<file path="src/rtl/vga_pkg.sv">
// Shared constants for the VGA pattern generator: mode encoding, bar palette,
// default 640x480@60 timing and the two fixed colours.
package vga_pkg;

  typedef enum logic [1:0] {
    MODE_BARS  = 2'd0,
    MODE_CHECK = 2'd1,
    MODE_GRAD  = 2'd2,
    MODE_SOLID = 2'd3
  } vga_mode_e;

  // Element 0 is the left-most bar.
  localparam logic [7:0][23:0] BAR_PALETTE = {
    24'h000000, 24'h0000FF, 24'hFF0000, 24'hFF00FF,
    24'h00FF00, 24'h00FFFF, 24'hFFFF00, 24'hFFFFFF
  };

  localparam logic [23:0] RGB_WHITE = 24'hFFFFFF;
  localparam logic [23:0] RGB_BLACK = 24'h000000;

  localparam int VGA_H_ACTIVE = 640;
  localparam int VGA_H_FP     = 16;
  localparam int VGA_H_SYNC   = 96;
  localparam int VGA_H_BP     = 48;
  localparam int VGA_V_ACTIVE = 480;
  localparam int VGA_V_FP     = 10;
  localparam int VGA_V_SYNC   = 2;
  localparam int VGA_V_BP     = 33;

endpackage

</file>
<file path="src/rtl/vga_timing.sv">
// VGA scan counters plus the registered sync/valid/address/frame outputs.
// Raw counters are also exported so the pattern logic can register in the same cycle.
module vga_timing
  import vga_pkg::*;
#(
  parameter int H_ACTIVE = VGA_H_ACTIVE,
  parameter int H_FP     = VGA_H_FP,
  parameter int H_SYNC   = VGA_H_SYNC,
  parameter int H_BP     = VGA_H_BP,
  parameter int V_ACTIVE = VGA_V_ACTIVE,
  parameter int V_FP     = VGA_V_FP,
  parameter int V_SYNC   = VGA_V_SYNC,
  parameter int V_BP     = VGA_V_BP,
  parameter int ADDR_W   = 10
) (
  input  logic              clk,
  input  logic              reset,
  input  logic              clken,
  output logic [ADDR_W-1:0] h_cnt,
  output logic [ADDR_W-1:0] v_cnt,
  output logic              active,
  output logic              at_origin,
  output logic              hsync,
  output logic              vsync,
  output logic              valid,
  output logic [ADDR_W-1:0] h_addr,
  output logic [ADDR_W-1:0] v_addr,
  output logic              frame_start,
  output logic [7:0]        frame_cnt
);

  localparam logic [ADDR_W-1:0] H_ACT  = ADDR_W'(H_ACTIVE);
  localparam logic [ADDR_W-1:0] HS_BEG = ADDR_W'(H_ACTIVE + H_FP);
  localparam logic [ADDR_W-1:0] HS_END = ADDR_W'(H_ACTIVE + H_FP + H_SYNC);
  localparam logic [ADDR_W-1:0] H_LAST = ADDR_W'(H_ACTIVE + H_FP + H_SYNC + H_BP - 1);
  localparam logic [ADDR_W-1:0] V_ACT  = ADDR_W'(V_ACTIVE);
  localparam logic [ADDR_W-1:0] VS_BEG = ADDR_W'(V_ACTIVE + V_FP);
  localparam logic [ADDR_W-1:0] VS_END = ADDR_W'(V_ACTIVE + V_FP + V_SYNC);
  localparam logic [ADDR_W-1:0] V_LAST = ADDR_W'(V_ACTIVE + V_FP + V_SYNC + V_BP - 1);

  logic              hs_on, vs_on;
  logic              hsync_p1, vsync_p1, vld_p1, frame_start_p1;
  logic [ADDR_W-1:0] h_addr_p1, v_addr_p1;
  logic [7:0]        frame_cnt_p1;
  logic              first_frame_q;

  always_comb begin
    active    = (h_cnt < H_ACT) && (v_cnt < V_ACT);
    at_origin = (h_cnt == '0) && (v_cnt == '0);
    hs_on     = (h_cnt >= HS_BEG) && (h_cnt < HS_END);
    vs_on     = (v_cnt >= VS_BEG) && (v_cnt < VS_END);
  end

  // Stage p0: scan position
  always_ff @(posedge clk or posedge reset) begin
    if (reset) begin
      h_cnt <= '0;
      v_cnt <= '0;
    end else if (clken) begin
      if (h_cnt == H_LAST) begin
        h_cnt <= '0;
        v_cnt <= (v_cnt == V_LAST) ? '0 : v_cnt + ADDR_W'(1);
      end else begin
        h_cnt <= h_cnt + ADDR_W'(1);
      end
    end
  end

  // Stage p1: registered outputs; the first frame after reset is frame 0
  always_ff @(posedge clk or posedge reset) begin
    if (reset) begin
      hsync_p1       <= 1'b1;
      vsync_p1       <= 1'b1;
      vld_p1         <= 1'b0;
      h_addr_p1      <= '0;
      v_addr_p1      <= '0;
      frame_start_p1 <= 1'b0;
      frame_cnt_p1   <= '0;
      first_frame_q  <= 1'b1;
    end else if (clken) begin
      hsync_p1       <= ~hs_on;
      vsync_p1       <= ~vs_on;
      vld_p1         <= active;
      h_addr_p1      <= active ? h_cnt : '0;
      v_addr_p1      <= active ? v_cnt : '0;
      frame_start_p1 <= at_origin;
      if (at_origin) begin
        first_frame_q <= 1'b0;
        if (!first_frame_q) frame_cnt_p1 <= frame_cnt_p1 + 8'd1;
      end
    end
  end

  assign hsync       = hsync_p1;
  assign vsync       = vsync_p1;
  assign valid       = vld_p1;
  assign h_addr      = h_addr_p1;
  assign v_addr      = v_addr_p1;
  assign frame_start = frame_start_p1;
  assign frame_cnt   = frame_cnt_p1;

endmodule

</file>
<file path="src/rtl/vga_pattern_gen.sv">
// VGA timing plus four-mode test-pattern generator with a single output register stage.
// Optional macro VGA_PATTERN_SCROLL_EN scrolls bars/checker left by 2 pixels per frame.
module vga_pattern_gen
  import vga_pkg::*;
#(
  parameter int H_ACTIVE    = VGA_H_ACTIVE,
  parameter int H_FP        = VGA_H_FP,
  parameter int H_SYNC      = VGA_H_SYNC,
  parameter int H_BP        = VGA_H_BP,
  parameter int V_ACTIVE    = VGA_V_ACTIVE,
  parameter int V_FP        = VGA_V_FP,
  parameter int V_SYNC      = VGA_V_SYNC,
  parameter int V_BP        = VGA_V_BP,
  parameter int NUM_BARS    = 8,
  parameter int CHECK_SHIFT = 5,
  parameter int ADDR_W      = 10
) (
  input  logic              clk,
  input  logic              reset,
  input  logic              clken,
  input  logic [1:0]        mode,
  input  logic [23:0]       solid_rgb,
  output logic              hsync,
  output logic              vsync,
  output logic              valid,
  output logic [ADDR_W-1:0] h_addr,
  output logic [ADDR_W-1:0] v_addr,
  output logic [7:0]        vga_r,
  output logic [7:0]        vga_g,
  output logic [7:0]        vga_b,
  output logic              frame_start,
  output logic [7:0]        frame_cnt
);

  localparam int BAR_W = H_ACTIVE / NUM_BARS;
  localparam logic [ADDR_W-1:0] BAR_PIX_LAST = ADDR_W'(BAR_W - 1);
  localparam logic [ADDR_W-1:0] BAR_IDX_LAST = ADDR_W'(NUM_BARS - 1);
  localparam logic [ADDR_W-1:0] X_LAST       = ADDR_W'(H_ACTIVE - 1);

  typedef struct packed {
    logic [ADDR_W-1:0] idx;
    logic [ADDR_W-1:0] pix;
  } bar_pos_t;

  // Advance the bar position by one pixel; the last bar absorbs any remainder.
  function automatic bar_pos_t bar_step(bar_pos_t s, logic [ADDR_W-1:0] x);
    bar_pos_t n;
    n = s;
    if (x == X_LAST) begin
      n = '0;
    end else if ((s.pix == BAR_PIX_LAST) && (s.idx != BAR_IDX_LAST)) begin
      n.idx = s.idx + ADDR_W'(1);
      n.pix = '0;
    end else begin
      n.pix = s.pix + ADDR_W'(1);
    end
    return n;
  endfunction

  logic [ADDR_W-1:0] h_cnt, v_cnt, eff_x;
  logic              active, at_origin;
  bar_pos_t          line_start, bar_cur, bar_q;
  vga_mode_e         mode_q, mode_cur;
  logic [23:0]       solid_q, solid_cur, rgb_nxt, rgb_p1;
  logic              unused_v;

  vga_timing #(
    .H_ACTIVE (H_ACTIVE), .H_FP (H_FP), .H_SYNC (H_SYNC), .H_BP (H_BP),
    .V_ACTIVE (V_ACTIVE), .V_FP (V_FP), .V_SYNC (V_SYNC), .V_BP (V_BP),
    .ADDR_W   (ADDR_W)
  ) u_timing (
    .clk         (clk),
    .reset       (reset),
    .clken       (clken),
    .h_cnt       (h_cnt),
    .v_cnt       (v_cnt),
    .active      (active),
    .at_origin   (at_origin),
    .hsync       (hsync),
    .vsync       (vsync),
    .valid       (valid),
    .h_addr      (h_addr),
    .v_addr      (v_addr),
    .frame_start (frame_start),
    .frame_cnt   (frame_cnt)
  );

`ifdef VGA_PATTERN_SCROLL_EN
  localparam logic [ADDR_W:0]   H_ACT_X = (ADDR_W+1)'(H_ACTIVE);
  localparam logic [ADDR_W-1:0] H_LAST  = ADDR_W'(H_ACTIVE + H_FP + H_SYNC + H_BP - 1);
  localparam logic [ADDR_W-1:0] V_LAST  = ADDR_W'(V_ACTIVE + V_FP + V_SYNC + V_BP - 1);

  function automatic logic [ADDR_W-1:0] x_wrap_inc(logic [ADDR_W-1:0] x);
    return (x == X_LAST) ? '0 : x + ADDR_W'(1);
  endfunction

  logic [ADDR_W-1:0] scroll_x_q, scroll_x_1, scroll_x_2;
  bar_pos_t          scroll_bar_q, scroll_bar_1, scroll_bar_2;
  logic [ADDR_W:0]   x_sum;
  logic              frame_end;

  // scroll_x_q tracks frame_cnt*2 mod H_ACTIVE, with the matching bar position
  always_comb begin
    x_sum        = {1'b0, h_cnt} + {1'b0, scroll_x_q};
    eff_x        = (x_sum >= H_ACT_X) ? ADDR_W'(x_sum - H_ACT_X) : x_sum[ADDR_W-1:0];
    frame_end    = (h_cnt == H_LAST) && (v_cnt == V_LAST);
    scroll_bar_1 = bar_step(scroll_bar_q, scroll_x_q);
    scroll_x_1   = x_wrap_inc(scroll_x_q);
    scroll_bar_2 = bar_step(scroll_bar_1, scroll_x_1);
    scroll_x_2   = x_wrap_inc(scroll_x_1);
    line_start   = scroll_bar_q;
  end

  always_ff @(posedge clk or posedge reset) begin
    if (reset) begin
      scroll_x_q   <= '0;
      scroll_bar_q <= '0;
    end else if (clken && frame_end) begin
      if (frame_cnt == 8'hFF) begin
        scroll_x_q   <= '0;
        scroll_bar_q <= '0;
      end else begin
        scroll_x_q   <= scroll_x_2;
        scroll_bar_q <= scroll_bar_2;
      end
    end
  end
`else
  always_comb begin
    eff_x      = h_cnt;
    line_start = '0;
  end
`endif

  assign unused_v = ^v_cnt;

  // New configuration takes effect exactly on pixel (0,0), never mid-frame.
  always_comb begin
    mode_cur  = at_origin ? vga_mode_e'(mode) : mode_q;
    solid_cur = at_origin ? solid_rgb : solid_q;
    bar_cur   = (h_cnt == '0) ? line_start : bar_q;
  end

  always_comb begin
    rgb_nxt = RGB_BLACK;
    if (active) begin
      case (mode_cur)
        MODE_BARS:  rgb_nxt = BAR_PALETTE[bar_cur.idx[2:0]];
        MODE_CHECK: rgb_nxt = (eff_x[CHECK_SHIFT] ^ v_cnt[CHECK_SHIFT]) ? RGB_WHITE : RGB_BLACK;
        MODE_GRAD:  rgb_nxt = {h_cnt[9:2], v_cnt[8:1], ~h_cnt[9:2]};
        MODE_SOLID: rgb_nxt = solid_cur;
      endcase
    end
  end

  // Stage p1: colour register, aligned with the timing outputs
  always_ff @(posedge clk or posedge reset) begin
    if (reset) begin
      rgb_p1  <= '0;
      mode_q  <= MODE_BARS;
      solid_q <= '0;
      bar_q   <= '0;
    end else if (clken) begin
      rgb_p1  <= rgb_nxt;
      bar_q   <= bar_step(bar_cur, eff_x);
      if (at_origin) begin
        mode_q  <= vga_mode_e'(mode);
        solid_q <= solid_rgb;
      end
    end
  end

  assign {vga_r, vga_g, vga_b} = rgb_p1;

endmodule
</file>
<file path="config.mk">
export PLATFORM = sky130hd
export DESIGN_NAME = vga_pattern_gen
export DESIGN_NICKNAME = d
export VERILOG_FILES = /design/src/rtl/vga_pkg.sv /design/src/rtl/vga_timing.sv /design/src/rtl/vga_pattern_gen.sv
export SDC_FILE = /design/constraint.sdc
export NUM_CORES = 1
export LEC_CHECK = 0
export CELL_PAD_IN_SITES_DETAIL_PLACEMENT = 1
export CELL_PAD_IN_SITES_GLOBAL_PLACEMENT = 1
export CORE_MARGIN = 2
export CORE_UTILIZATION = 43
export DETAILED_ROUTE_END_ITERATION = 7
export HOLD_SLACK_MARGIN = 0.05
export PLACE_DENSITY_LB_ADDON = 0.1
export REMOVE_ABC_BUFFERS = 1
export SYNTH_ARGS = -nofsm -noshare
export SYNTH_HDL_FRONTEND = slang
export SYNTH_SLANG_ARGS = --single-unit
</file>
<file path="constraint.sdc">
create_clock -name clk -period 4.45 [get_ports clk]
set_input_delay 0.445 -clock clk [delete_from_list [all_inputs] [get_ports clk]]
set_output_delay 0.445 -clock clk [all_outputs]
set_load 0.02 [all_outputs]
</file>
==> impl.org, run 1 <==
** Place
- Prior to clock tree synthesis, the placed netlist has a worst setup slack of 1.13 ns.
- IO Port Bufs :: 84
- Placer's final routability congestion estimate :: 0.789
- DPL Wire Length :: 11.9 mm

** Synth
- The synthesized netlist devotes 3.09% of its cell area to XOR and XNOR gates.
- Mapped Avg Cell Area :: 9.89 sq um
- Synthesis inferred 123 register bits.
- Post-synthesis cell type count :: 59
- After synthesis, the share of flip-flops with an asynchronous set or reset is 100%.
- After synthesis, flip-flops and latches occupy 49.5% of the total area.
- Yosys mapped a number of flops with a built-in enable equal to 0.
- Cell area after synthesis :: 6230 sq um
- Synth Area in Adders :: 1.41%
- After synthesis, the largest family of logic cells by area is compound AO/OA/AOI/OAI gates.
- Summing the areas of all compound-gate instances in the mapped netlist gives 19.0% of the synthesized area.
- Measured against the total synthesized area, the mux share comes to 5.98%.
- Synthesis produced a netlist whose cell count is 630.
- Yosys synthesis warning count :: 0
- The most used flip-flop cell after synthesis is sky130_fd_sc_hd__dfrtp_1.
- After Yosys synthesis, and, or, nand and nor cells account for 16.1% of the synthesized area.

** Setup path
- By startpoint and endpoint, the worst setup path is classified as reg2reg.
- Largest incremental delay on the critical path :: 1.05 ns
- Of all nets on the critical path, the largest fanout is 23.
- The number of buffers and inverters on the critical path is 0.
- Data arrives at the worst endpoint at 3.75 ns.
- STA classifies the critical path startpoint as a flip-flop.
- Cell with the largest stage delay on the worst path :: sky130_fd_sc_hd__or4_1
- Largest delay share family, worst path :: simple AND/OR/NAND/NOR gates
- For the worst setup path, the data required time is 4.75 ns.
- Critical Path, Cell by Cell :: nor3_2, nand3_2, or4_1, mux2i_2, nand2_1, a32o_1
- The worst setup path is captured at a flip-flop.

** Die
- Number of placement rows :: 43
- DIE AREA :: 15500 sq um
- Die Y-Extent :: 124 microns
- Number of primary I/O pins :: 85
- Measured along the x axis, the die boundary spans 124 microns.
- For this configuration, the core starts out at a cell density of 44.4%.
- The floorplan step defined a core boundary enclosing 14000 sq um.

** Outcome
- The run finished with clean final reports.

** STA
- Crit share post-route :: 77.5%
- For this run, the top clock speed supported by timing is 290 MHz.
- Final setup viols :: 0
- Max-slew headroom :: 14.8%
- At the pin with the least slew margin, the transition time is 1.28 ns.
- Final Max Slew Viols :: 0
- The count of endpoints failing hold in the final timing report was 0.
- Total negative setup slack :: 0 ns
- In the post-route analysis, the smallest setup slack over all paths is 1.00 ns.
- Setup repair after global routing left no endpoint under its margin.
- Final critical delay including setup and external delays :: 3.45 ns
- Clock skew on the completed layout was measured at 0.00955 ns.

** Detailed routing
- ANT nets after route :: 0
- Post-detailed-route DRC marker count :: 0
- Initial drt markers :: 417
- The routed layout has 5293 vias.
- Routed length per instance :: 21.0 microns
- Pre-Repair DR Iteration Count :: 4
- Routed wire length :: 18.7 mm
- Drt via density :: 5.97

** Global routing
- Global routing consumed, over all layers together, 25.1% of the routing resources.
- Initial antenna violation count :: 0
- Global-route wire length before repair :: 31.1 mm
- The number of global-route vias before repair was 5741.
- Remaining Overflow, GRT :: 0
- Maximum number of pins on one net before global-route repair :: 76

** Clock network
- Number of hold buffers added after cts :: 0
- Clk slew on worst S/H paths :: 0.06 ns
- After clock tree synthesis, the repair step resized 0 gates.
- Clock tree synthesis selected as its root buffer the cell sky130_fd_sc_hd__clkbuf_16.
- TritonCTS clock tree :: done
- CTS saw 123 sinks.
- In this run the deepest clock path goes through 2 buffers.
- Once the clock tree was built, the setup fixing pass inserted 0 buffers.
- Counting the buffers created by CTS gives 17.
- Clock insertion delay at the later pin of the skew report :: 0.42 ns
- CTS H-Tree Depth :: 4

** Finish
- In the final design database the tool counted 731 nets.
- # diodes :: 0
- Relative to the synthesized area, the layout overhead comes to 25.1%.
- Share of post-route cells with drive strength above 1 :: 11.3%

** Power and ir drop
- Standby leakage power :: 0.00341 uW
- Sequential cell fraction of total power :: 41.1%
- Dividing total power by cell area gives a power density of 419 nW/um^2.
- Combinational share of power :: 14.9%
- Power share of the clock group :: 43.9%
- In this run switching power makes up 27.7% of total power.
- Internal power comes to 2360 uW.
- IR Drop Worst-Case VDD :: 0.293 mV
- Switching power :: 904 uW

** Hold path
- In this run the worst hold path is classified as reg2reg.

** Job
- Max-cap violations in this run came to 0.
==> registers in the layout, indices dropped and copies added, names as in the netlist <==
signal / cells
u_timing.first_frame_q: 1
bar_q: 20
u_timing.frame_cnt: 8
u_timing.h_cnt: 10
rgb_p1: 24
u_timing.valid: 1
mode_q: 2
u_timing.h_addr: 10
solid_q: 24
u_timing.frame_start: 1
u_timing.hsync: 1
u_timing.vsync: 1
u_timing.v_cnt: 10
u_timing.v_addr: 10
==> metrics by stage <==
step / std cells / area (sq um) / total power [uW] / hold slack [ns] / utilization, %
6_report: 887 / 7800 / 3270 / 0.473 / 55.5
5_1_grt: 887 / 7800 / 3400 / 0.488 / 55.5
4_1_cts: 887 / 7800 / 3290 / 0.476 / 55.5
3_5_place_dp: 856 / 7190 / 1850 / 0.467 / 51.2
3_3_place_gp: 856 / 7190 / 1830 / 0.456 / 51.2
2_1_floorplan: 582 / 6030 / 1600 / 0.446 / -
==> logic make-up after synthesis <==
logic type | Yosys count
buffers and inverters | 76
XOR/XNOR | 22
flip-flops | 123
multiplexers | 33
adder cells (fa/ha/maj) | 7
AO/OA/AOI/OAI | 181
AND/OR/NAND/NOR | 188
==> path summary, 6_finish.rpt <==
check                                            from                    end  slack [ns]  cells past startpoint
min in group asynchronous                       reset  u_timing.frame_cnt[3]        0.60                      2
worst max register to register      u_timing.h_cnt[5]              rgb_p1[4]        1.00                      6
worst min-delay path            u_timing.frame_cnt[7]  u_timing.frame_cnt[7]        0.47                      1
worst max-delay path                u_timing.h_cnt[5]              rgb_p1[4]        1.00                      6
worst min register to register  u_timing.frame_cnt[7]  u_timing.frame_cnt[7]        0.47                      1
max in group asynchronous                       reset         u_timing.vsync        2.91                      3
==> power groups by stage <==
stage	clock, uW	combinational [uW]	sequential (uW)
6_report	1430	488	1340
5_1_grt	1510	534	1360
4_1_cts	1450	495	1340
3_5_place_dp	0	489	1360
3_3_place_gp	0	472	1360
2_1_floorplan	0	238	1370
==> final cells by class <==
cell class	instances	area (sq um)
multi-input combinational	431	2850
sequential	123	3080
fill	1562	6240
timing repair buffer	94	928
inverter	28	108
clock buffer	25	495
tap	180	225
clock inverter	6	110
==> cells in the final DEF (no fill, tap or decap), types with 4 or more instances in the layout <==
| cell | netlist | final |
|---|---|---|
| sky130_fd_sc_hd__dfrtp_1 | 120 | 120 |
| sky130_fd_sc_hd__clkdlybuf4s50_1 | 0 | 84 |
| sky130_fd_sc_hd__a21oi_1 | 56 | 56 |
| sky130_fd_sc_hd__nor2_1 | 46 | 46 |
| sky130_fd_sc_hd__nand2_1 | 45 | 45 |
| sky130_fd_sc_hd__o21ai_0 | 33 | 31 |
| sky130_fd_sc_hd__inv_1 | 28 | 27 |
| sky130_fd_sc_hd__mux2_2 | 27 | 27 |
| sky130_fd_sc_hd__nand3_1 | 26 | 26 |
| sky130_fd_sc_hd__a22o_1 | 23 | 23 |
| sky130_fd_sc_hd__clkbuf_16 | 0 | 17 |
| sky130_fd_sc_hd__o221ai_1 | 14 | 14 |
| sky130_fd_sc_hd__xnor2_1 | 11 | 11 |
| sky130_fd_sc_hd__xor2_1 | 11 | 11 |
| sky130_fd_sc_hd__o21ai_1 | 7 | 9 |
| sky130_fd_sc_hd__a31oi_1 | 9 | 9 |
| sky130_fd_sc_hd__buf_4 | 0 | 9 |
| sky130_fd_sc_hd__a32o_1 | 8 | 8 |
| sky130_fd_sc_hd__and3_1 | 7 | 7 |
| sky130_fd_sc_hd__nor3_1 | 7 | 7 |
| sky130_fd_sc_hd__o31ai_1 | 7 | 7 |
| sky130_fd_sc_hd__nor4_1 | 7 | 7 |
| sky130_fd_sc_hd__nand2b_1 | 7 | 7 |
| sky130_fd_sc_hd__a211oi_1 | 7 | 7 |
| sky130_fd_sc_hd__ha_1 | 7 | 7 |
| sky130_fd_sc_hd__nand4_1 | 6 | 6 |
| sky130_fd_sc_hd__and2_1 | 6 | 6 |
| sky130_fd_sc_hd__a21o_1 | 5 | 5 |
| sky130_fd_sc_hd__o2bb2ai_1 | 4 | 4 |
| sky130_fd_sc_hd__mux2i_1 | 4 | 4 |
| sky130_fd_sc_hd__clkbuf_8 | 0 | 4 |
| sky130_fd_sc_hd__clkbuf_1 | 36 | 4 |
==> synthesized netlist by cell type, types with 2 or more instances <==
master | n | area share, %
sky130_fd_sc_hd__clkbuf_1 | 36 | 2.2
sky130_fd_sc_hd__a21o_1 | 5 | 0.60
sky130_fd_sc_hd__and2_1 | 6 | 0.60
sky130_fd_sc_hd__nand2b_1 | 7 | 0.70
sky130_fd_sc_hd__and3_1 | 7 | 0.70
sky130_fd_sc_hd__a22o_1 | 23 | 3.2
sky130_fd_sc_hd__inv_1 | 28 | 1.7
sky130_fd_sc_hd__o221ai_1 | 14 | 2.0
sky130_fd_sc_hd__o2bb2ai_1 | 4 | 0.56
sky130_fd_sc_hd__nor3_1 | 7 | 0.56
sky130_fd_sc_hd__a31oi_1 | 9 | 0.90
sky130_fd_sc_hd__o21ai_0 | 33 | 2.7
sky130_fd_sc_hd__buf_1 | 3 | 0.18
sky130_fd_sc_hd__nand4_1 | 6 | 0.60
sky130_fd_sc_hd__xnor2_1 | 11 | 1.5
sky130_fd_sc_hd__ha_1 | 7 | 1.4
sky130_fd_sc_hd__nor4_1 | 7 | 0.70
sky130_fd_sc_hd__nand4b_1 | 2 | 0.28
sky130_fd_sc_hd__buf_6 | 2 | 0.36
sky130_fd_sc_hd__nor3b_1 | 2 | 0.24
sky130_fd_sc_hd__dfstp_2 | 3 | 1.3
sky130_fd_sc_hd__xor2_1 | 11 | 1.5
sky130_fd_sc_hd__o31ai_1 | 7 | 0.84
sky130_fd_sc_hd__mux2i_1 | 4 | 0.64
sky130_fd_sc_hd__nand3_1 | 26 | 2.1
sky130_fd_sc_hd__nor2_1 | 46 | 2.8
sky130_fd_sc_hd__buf_2 | 7 | 0.56
sky130_fd_sc_hd__nor4b_1 | 3 | 0.42
sky130_fd_sc_hd__or3_1 | 3 | 0.30
sky130_fd_sc_hd__a32o_1 | 8 | 1.3
sky130_fd_sc_hd__or2_2 | 3 | 0.30
sky130_fd_sc_hd__nor4_2 | 2 | 0.40
sky130_fd_sc_hd__mux2_2 | 27 | 4.9
sky130_fd_sc_hd__a21oi_1 | 56 | 4.5
sky130_fd_sc_hd__nor2b_1 | 3 | 0.30
sky130_fd_sc_hd__a211oi_1 | 7 | 0.84
sky130_fd_sc_hd__or4_1 | 3 | 0.36
sky130_fd_sc_hd__o21ai_1 | 7 | 0.56
sky130_fd_sc_hd__dfrtp_1 | 120 | 48
sky130_fd_sc_hd__nand2_1 | 45 | 2.7
sky130_fd_sc_hd__nand3b_1 | 2 | 0.24
==> layer usage <==
layer  global-route usage (%)  up-vias  routed length (microns)
li1                         -     2414                        -
met1                     32.7     2710                     8310
met2                     41.7      138                     9230
met3                     4.85       31                      733
met4                     9.05        0                      376
met5                        0        -                        0
(Power assumes the default switching activity.)
==> inputs of run 2 (changes only) <==
==> constraint.sdc (replaced) <==
create_clock -name clk -period 3.3 [get_ports clk]
set_input_delay 0.33 -clock clk [delete_from_list [all_inputs] [get_ports clk]]
set_output_delay 0.33 -clock clk [all_outputs]
set_load 0.02 [all_outputs]
==> impl.org, run 2 (synthesized netlist as in run 1, its figures left out) <==
** Global routing
- Remaining Overflow, GRT :: 0
- The first global-routing pass estimated 30.9 mm of wire.
- Global routing used 24.9% of the available tracks across all layers.
- Entering global routing, the biggest net connects 56 pins.
- The initial antenna violation count came to 0.
- Via count of the first global-routing pass :: 5838

** STA
- For the pin with the worst max-slew slack, the measured transition is 0.903 ns.
- Worst Slack Setup Final :: 0.107 ns
- Final setup viols :: 0
- The smallest clock period supported by the final layout is computed as 3.19 ns.
- RSZ-0062 raised after global routing :: true
- Measured against its own limit, the worst slew margin works out to 39.7%.
- Total negative setup slack :: 0 ns
- Crit share post-route :: 96.8%
- Hold Fails Final Rpt :: 0
- The clock arrives with 0.0127 ns of skew.
- Max Clock Freq :: 313 MHz
- The count of final max-slew check failures came to 0.

** Power and ir drop
- Standby leakage power :: 0.00354 uW
- Total power :: 4570 uW
- For this design the ratio of total power to cell area is 570 nW/um^2.
- The worst-case IR drop observed on VDD is 0.368 mV.

** Setup path
- Data arrives at the worst endpoint at 3.48 ns.
- Counting both buffers and inverters, the worst setup path holds a total of 1.
- Data required time at the worst endpoint :: 3.58 ns
- Largest delay share family, worst path :: simple AND/OR/NAND/NOR gates
- Walking the worst path, the cells encountered are inv_1, ha_1, nor4b_4, nand3_2, and2_1, ha_1, or4b_1, nor4b_4, a21oi_1, o21ai_0, o21ai_0.
- Kind of end point of the critical path :: flip-flop
- The setup path with the least slack is of type reg2reg.
- The worst setup path is launched from a flip-flop.
- The startpoint identified for the worst register-to-register timing path is u_timing.h_cnt[0].
- Cell with the largest stage delay on the worst path :: sky130_fd_sc_hd__or4b_1
- Largest incremental delay on the critical path :: 0.63 ns
- Of all nets on the critical path, the largest fanout is 13.
- Launching instance or port of the critical path :: u_timing.h_cnt[0]

** Detailed routing
- Once detail routing completed, the nets flagged for antenna violations numbered 0.
- Drt via density :: 5.91
- The final layout contains routed wiring with a total length of 18.8 mm.
- The pre-antenna-repair detailed-routing pass consisted of 4 iterations.
- In this run, the number of DRC markers left after iteration 0 of detailed routing was 352.
- Routed length per instance :: 20.6 microns
- Post-detailed-route DRC marker count :: 0
- For this block, the via count after detailed routing is 5370.

** Finish
- The finished layout holds 909 standard cells, fillers aside.
- Most common cell after layout, fill and taps aside :: sky130_fd_sc_hd__dfrtp_1
- Synthesis-to-finish area growth :: 28.5%
- The layout has 1532 filler cells.
- The library cells used most frequently in the layout, excluding fill and tap cells, are sky130_fd_sc_hd__dfrtp_1, sky130_fd_sc_hd__clkdlybuf4s50_1, sky130_fd_sc_hd__a21oi_1.
- Largest registers :: rgb_p1 x24, solid_q x24, bar_q x20
- In the final layout, the share of cells above drive strength 1 is 14.3%.
- # diodes :: 0
- The net count of the finished layout is 752.

** Die
- From left edge to right edge, the die measures 124 microns.
- After floorplanning, the core was sized to cover 14000 sq um.
- In this run the vertical extent of the chip is 124 microns.
- For this configuration, the core starts out at a cell density of 44.4%.
- The floorplan has 43 rows.
- The die covers 15500 sq um.
- 85 I/O pins were placed.

** Clock network
- The tree built by TritonCTS fans out to 123 sinks.
- Clk slew on worst S/H paths :: 0.06 ns
- The clock passes through at most 2 buffers.
- Cts bufs inserted :: 17
- The later pin in the worst-skew pair is clocked with a latency of 0.42 ns.
- CTS root buffer :: sky130_fd_sc_hd__clkbuf_16
- The number of hold buffers added after CTS was 0.
- Post-CTS timing repair inserted 0 buffers for setup.
- TritonCTS built the clock tree.
- CTS H-Tree Depth :: 4

** Hold path
- Type of the tightest min-delay check :: in2async

** Place
- The congestion estimate from routability-driven global placement came to 0.787.
- In this run the tool buffered the top-level ports with 84 buffer cells.
- Post-Place Worst Slack :: 0.0875 ns
- Detailed placement ended at an HPWL of 12.6 mm.
- The number of placed instances, taps included, is 877.

** Job
- Max_cap viols :: 0

** Outcome
- The flow ran to the end, and the final reports show no timing, DRC or antenna violations.
## run 2: changes by cell type in the layout (fill, tap and decap cells not counted)
cell and delta:
sky130_fd_sc_hd__clkinv_2 +1, sky130_fd_sc_hd__buf_4 +21, sky130_fd_sc_hd__clkinvlp_4 -1, sky130_fd_sc_hd__nor3_1 -1, sky130_fd_sc_hd__clkinv_4 +3, sky130_fd_sc_hd__bufinv_16 +2
sky130_fd_sc_hd__nor4b_4 +1, sky130_fd_sc_hd__nor4b_2 -1, sky130_fd_sc_hd__clkbuf_1 -1, sky130_fd_sc_hd__clkbuf_8 -3, sky130_fd_sc_hd__nor3_2 +1
## run 2: metrics by stage
step | util (%) | hold WS (ns) | instance area (sq um)
after floorplan | - | 0.380 | 6030
after global placement | 52.3 | 0.455 | 7350
after detailed placement | 52.3 | 0.474 | 7350
after CTS | 56.9 | 0.370 | 7990
after global routing | 57.0 | 0.400 | 8010
final | 57.0 | 0.345 | 8010
## run 2: layout make-up
type	count	area (sq um)	area share (%)
clock buffer	21	450	5.63
timing repair buffer	115	1090	13.6
multi-input combinational	431	2860	35.8
inverter	28	108	1.34
clock inverter	11	194	2.42
tap	180	225	2.81
sequential	123	3080	38.5
## run 2: worst reg2reg max path: stages (launching register included)
cell                      delay (ns)
sky130_fd_sc_hd__dfrtp_1        0.42
sky130_fd_sc_hd__inv_1          0.07
sky130_fd_sc_hd__ha_1           0.19
sky130_fd_sc_hd__nor4b_4        0.13
sky130_fd_sc_hd__nand3_2        0.26
sky130_fd_sc_hd__and2_1         0.21
sky130_fd_sc_hd__ha_1           0.20
sky130_fd_sc_hd__or4b_1         0.63
sky130_fd_sc_hd__nor4b_4        0.43
sky130_fd_sc_hd__a21oi_1        0.15
sky130_fd_sc_hd__o21ai_0        0.23
sky130_fd_sc_hd__o21ai_0        0.14
## run 2: layer usage
layer  vias to the layer above  routed length [microns]  part of all wire (%)  GRT usage [%]
li1                       2446                        -                     -              -
met1                      2761                     8160                    43           31.6
met2                       124                     9340                    50           41.1
met3                        39                      783                   4.2           5.80
met4                         0                      473                   2.5           9.85
met5                         -                        0                     0              0
## run 2: report_power, final
part	switching [uW]	total [uW]	internal, uW
registers	111	1740	1630
clock network	687	2050	1360
logic	446	781	335
## run 2: repair_timing
item,4_1_cts,5_1_grt
endpoints found under the setup margin,0,12
endpoints found under the hold margin,0,0
gates resized for setup,0,2
## run 2: path summary, 6_finish.rpt
path / to / slack (ns) / depth (start not counted)
min reg2reg: u_timing.valid / 0.49 / 1
max reg2reg: bar_q[16] / 0.11 / 11
min in group clk: u_timing.valid / 0.49 / 1
min: u_timing.frame_cnt[7] / 0.35 / 2
max: bar_q[16] / 0.11 / 11
max in group asynchronous: u_timing.hsync / 2.14 / 3
==> inputs of run 3 (changes only) <==
--- a/config.mk
+++ b/config.mk
@@ -7,12 +7,12 @@
 export LEC_CHECK = 0
 export CELL_PAD_IN_SITES_DETAIL_PLACEMENT = 1
 export CELL_PAD_IN_SITES_GLOBAL_PLACEMENT = 1
-export CORE_MARGIN = 2
+export CORE_MARGIN = 10
 export CORE_UTILIZATION = 43
 export DETAILED_ROUTE_END_ITERATION = 7
 export HOLD_SLACK_MARGIN = 0.05
 export PLACE_DENSITY_LB_ADDON = 0.1
-export REMOVE_ABC_BUFFERS = 1
+export SLEW_MARGIN = 10
 export SYNTH_ARGS = -nofsm -noshare
 export SYNTH_HDL_FRONTEND = slang
 export SYNTH_SLANG_ARGS = --single-unit
==> impl.org, run 3 (synthesized netlist as in run 1, its figures left out) <==
** Setup path
- Destination of the critical timing path :: bar_q[16]
- In this run the worst setup path begins at u_timing.h_cnt[0].
- For this design, the slowest cell found on the critical path is sky130_fd_sc_hd__or4b_1.
- The critical path is of the reg2reg type.
- Length in cells of the worst reg-to-reg path :: 11
- CP Buf/Inv Count :: 1
- Crit path depth :: 11
- The worst setup path is launched from a flip-flop.
- The endpoint identified for the worst register-to-register timing path is bar_q[16].
- STA puts the critical path data required time at 3.59 ns.
- The startpoint identified for the worst register-to-register timing path is u_timing.h_cnt[0].
- Maximum fanout count along the critical path :: 9
- Setup slack, reg-to-reg :: 0.06 ns
- Traced cell by cell, the critical path runs through inv_1, ha_1, nor4b_4, nand3_2, and2_1, ha_1, or4b_1, nor4b_2, a21oi_1, o21ai_0, o21ai_0.
- Grouping stages by cell kind, the critical path spends the most delay in simple AND/OR/NAND/NOR gates.
- In this design, the stage delay of the slowest critical-path cell is 0.59 ns.
- Arr. time, crit path :: 3.53 ns
- STA classifies the critical path endpoint as a flip-flop.

** Detailed routing
- Initial drt markers :: 345
- The count of nets left with antenna violations once routing finished came out at 0.
- After detailed routing, the average wire length per cell comes to 21.6 microns.
- Overall via count from detail_route :: 5403
- The first detailed-routing pass ran for 4 iterations.
- Routed wire length :: 19.6 mm
- Post-detailed-route DRC marker count :: 0
- In the routed layout, each cell is associated on average with a via count of 5.97.

** Finish
- The net count of the finished layout is 748.
- Synthesis-to-finish area growth :: 27.4%
- Reg area :: 3080 sq um
- In the final layout, the multi-input gates occupy 2850 sq um.
- Filler cell count :: 1525
- Once layout is complete, the cells apart from fillers number 905.
- Post-route design area :: 7940 sq um
- Final Util :: 56.5%
- Most common cell after layout, fill and taps aside :: sky130_fd_sc_hd__dfrtp_1
- Cells with a size suffix above 1 make up 13.8% of the layout.
- # diodes :: 0
- Commonest non-fill, non-tap cells in the layout :: sky130_fd_sc_hd__dfrtp_1, sky130_fd_sc_hd__clkdlybuf4s50_1, sky130_fd_sc_hd__a21oi_1
- The largest registers in the layout are rgb_p1 x24, solid_q x24, bar_q x20.

** Power and ir drop
- In this run the power density over the cells is 569 nW/um^2.
- Summed over all nets, the switching power comes to 1270 uW.
- Sequential cells burn 38.3% of the power.
- Sw Ratio :: 28.2%
- Power share of the clock group :: 43.7%
- Combinational share of power :: 18.0%
- IR Drop Worst-Case VDD :: 0.336 mV
- Internal power consumption :: 3250 uW
- Standby leakage power :: 0.00350 uW

** STA
- Setup repair after global routing could not meet its margin everywhere.
- Worst Slack Setup Final :: 0.0638 ns
- The count of endpoints failing hold in the final timing report was 0.
- Across the routed clock network, the largest skew measured is 0.00573 ns.
- Crit share post-route :: 98.1%
- For the pin with the worst max-slew slack, the measured transition is 0.738 ns.
- In this run the tightest slew margin relative to its limit is 50.8%.
- Final Max Slew Viols :: 0
- Setup violations remaining at the end of the flow were counted as 0.
- Total negative setup slack :: 0 ns
- Final critical delay including setup and external delays :: 3.24 ns
- Static timing analysis puts the maximum clock frequency at 309 MHz.

** Clock network
- Clock Sinks :: 123
- After clock tree synthesis, the setup repair step added 0 buffers.
- TritonCTS clock tree :: done
- No sink is reached through more buffers than the 2 on the longest clock path.
- CTS root buffer :: sky130_fd_sc_hd__clkbuf_16
- Number of hold buffers added after cts :: 0
- Quantity of gates resized following cts :: 0
- Clock-pin slew was measured on the worst setup and hold paths at 0.06 ns.
- The later pin in the worst-skew pair is clocked with a latency of 0.42 ns.
- CTS H-Tree Depth :: 4
- Cts bufs inserted :: 17

** Global routing
- Entering global routing, the biggest net connects 50 pins.
- Global-route wire length before repair :: 32.3 mm
- In the global route stage, overall resource usage came out at 20.0%.
- Initial antenna violation count :: 0
- The total overflow left after global routing is 0.
- The number of global-route vias before repair came to 5873.

** Die
- The initialized floorplan defines 43 standard-cell rows.
- The floorplan step defined a die boundary enclosing 19700 sq um.
- Number of primary I/O pins :: 85
- The region available for standard cell placement spans 14000 sq um.
- The die is 140 microns wide.
- Die Y-Extent :: 140 microns
- The initial utilization of the core area, before any placement, comes to 44.4%.

** Place
- Summing all placed instances gives a cell area of 7320 sq um.
- Post-Place Worst Slack :: 0.197 ns
- DPL Wire Length :: 13.8 mm
- Placer's final routability congestion estimate :: 0.854
- IO Port Bufs :: 84
- Including well taps, the total number of placed cells is 873.

** Hold path
- In this run the worst hold path is classified as in2async.

** Synth
- The number of nets handed over by synthesis was 666.

** Job
- Max-cap violations in this run came to 0.

** Outcome
- The flow ran to the end, and the final reports show no timing, DRC or antenna violations.
run 3: final cells by class:
class                      instances  share of cell area [%]
timing repair buffer             111                    13.3
inverter                          28                    1.37
sequential                       123                    38.8
clock inverter                    12                    2.17
multi-input combinational        431                    35.9
clock buffer                      20                    5.63
tap                              180                    2.84
run 3: power groups by stage:
stage	logic [uW]	registers, uW	clock network [uW]
CTS	818	1730	2000
detailed placement	811	1760	0
global placement	787	1750	0
global route	885	1750	2080
finish	813	1730	1980
floorplan	404	1790	0
run 3: worst min path at each step:
stage,start,end,slack (ns),cells after the start
CTS,reset,u_timing.frame_cnt[5],0.38,2
finish,reset,u_timing.frame_cnt[5],0.37,2
detailed placement,bar_q[19],bar_q[19],0.47,1
global route,reset,u_timing.frame_cnt[3],0.42,2
global placement,u_timing.frame_cnt[7],u_timing.frame_cnt[7],0.46,1
floorplan,bar_q[19],bar_q[19],0.45,1
run 3: layer usage:
layer / part of all wire [%] / GRT usage (%)
met5: 0 / 0
met4: 2.4 / 8.26
met3: 5.0 / 4.77
met2: 50 / 33.4
met1: 43 / 24.1
run 3: through the flow:
stage / total power [uW] / hold WS (ns)
after floorplan: 2200 / 0.446
after global placement: 2530 / 0.460
after detailed placement: 2570 / 0.472
after CTS: 4550 / 0.383
after global routing: 4710 / 0.421
final: 4520 / 0.374
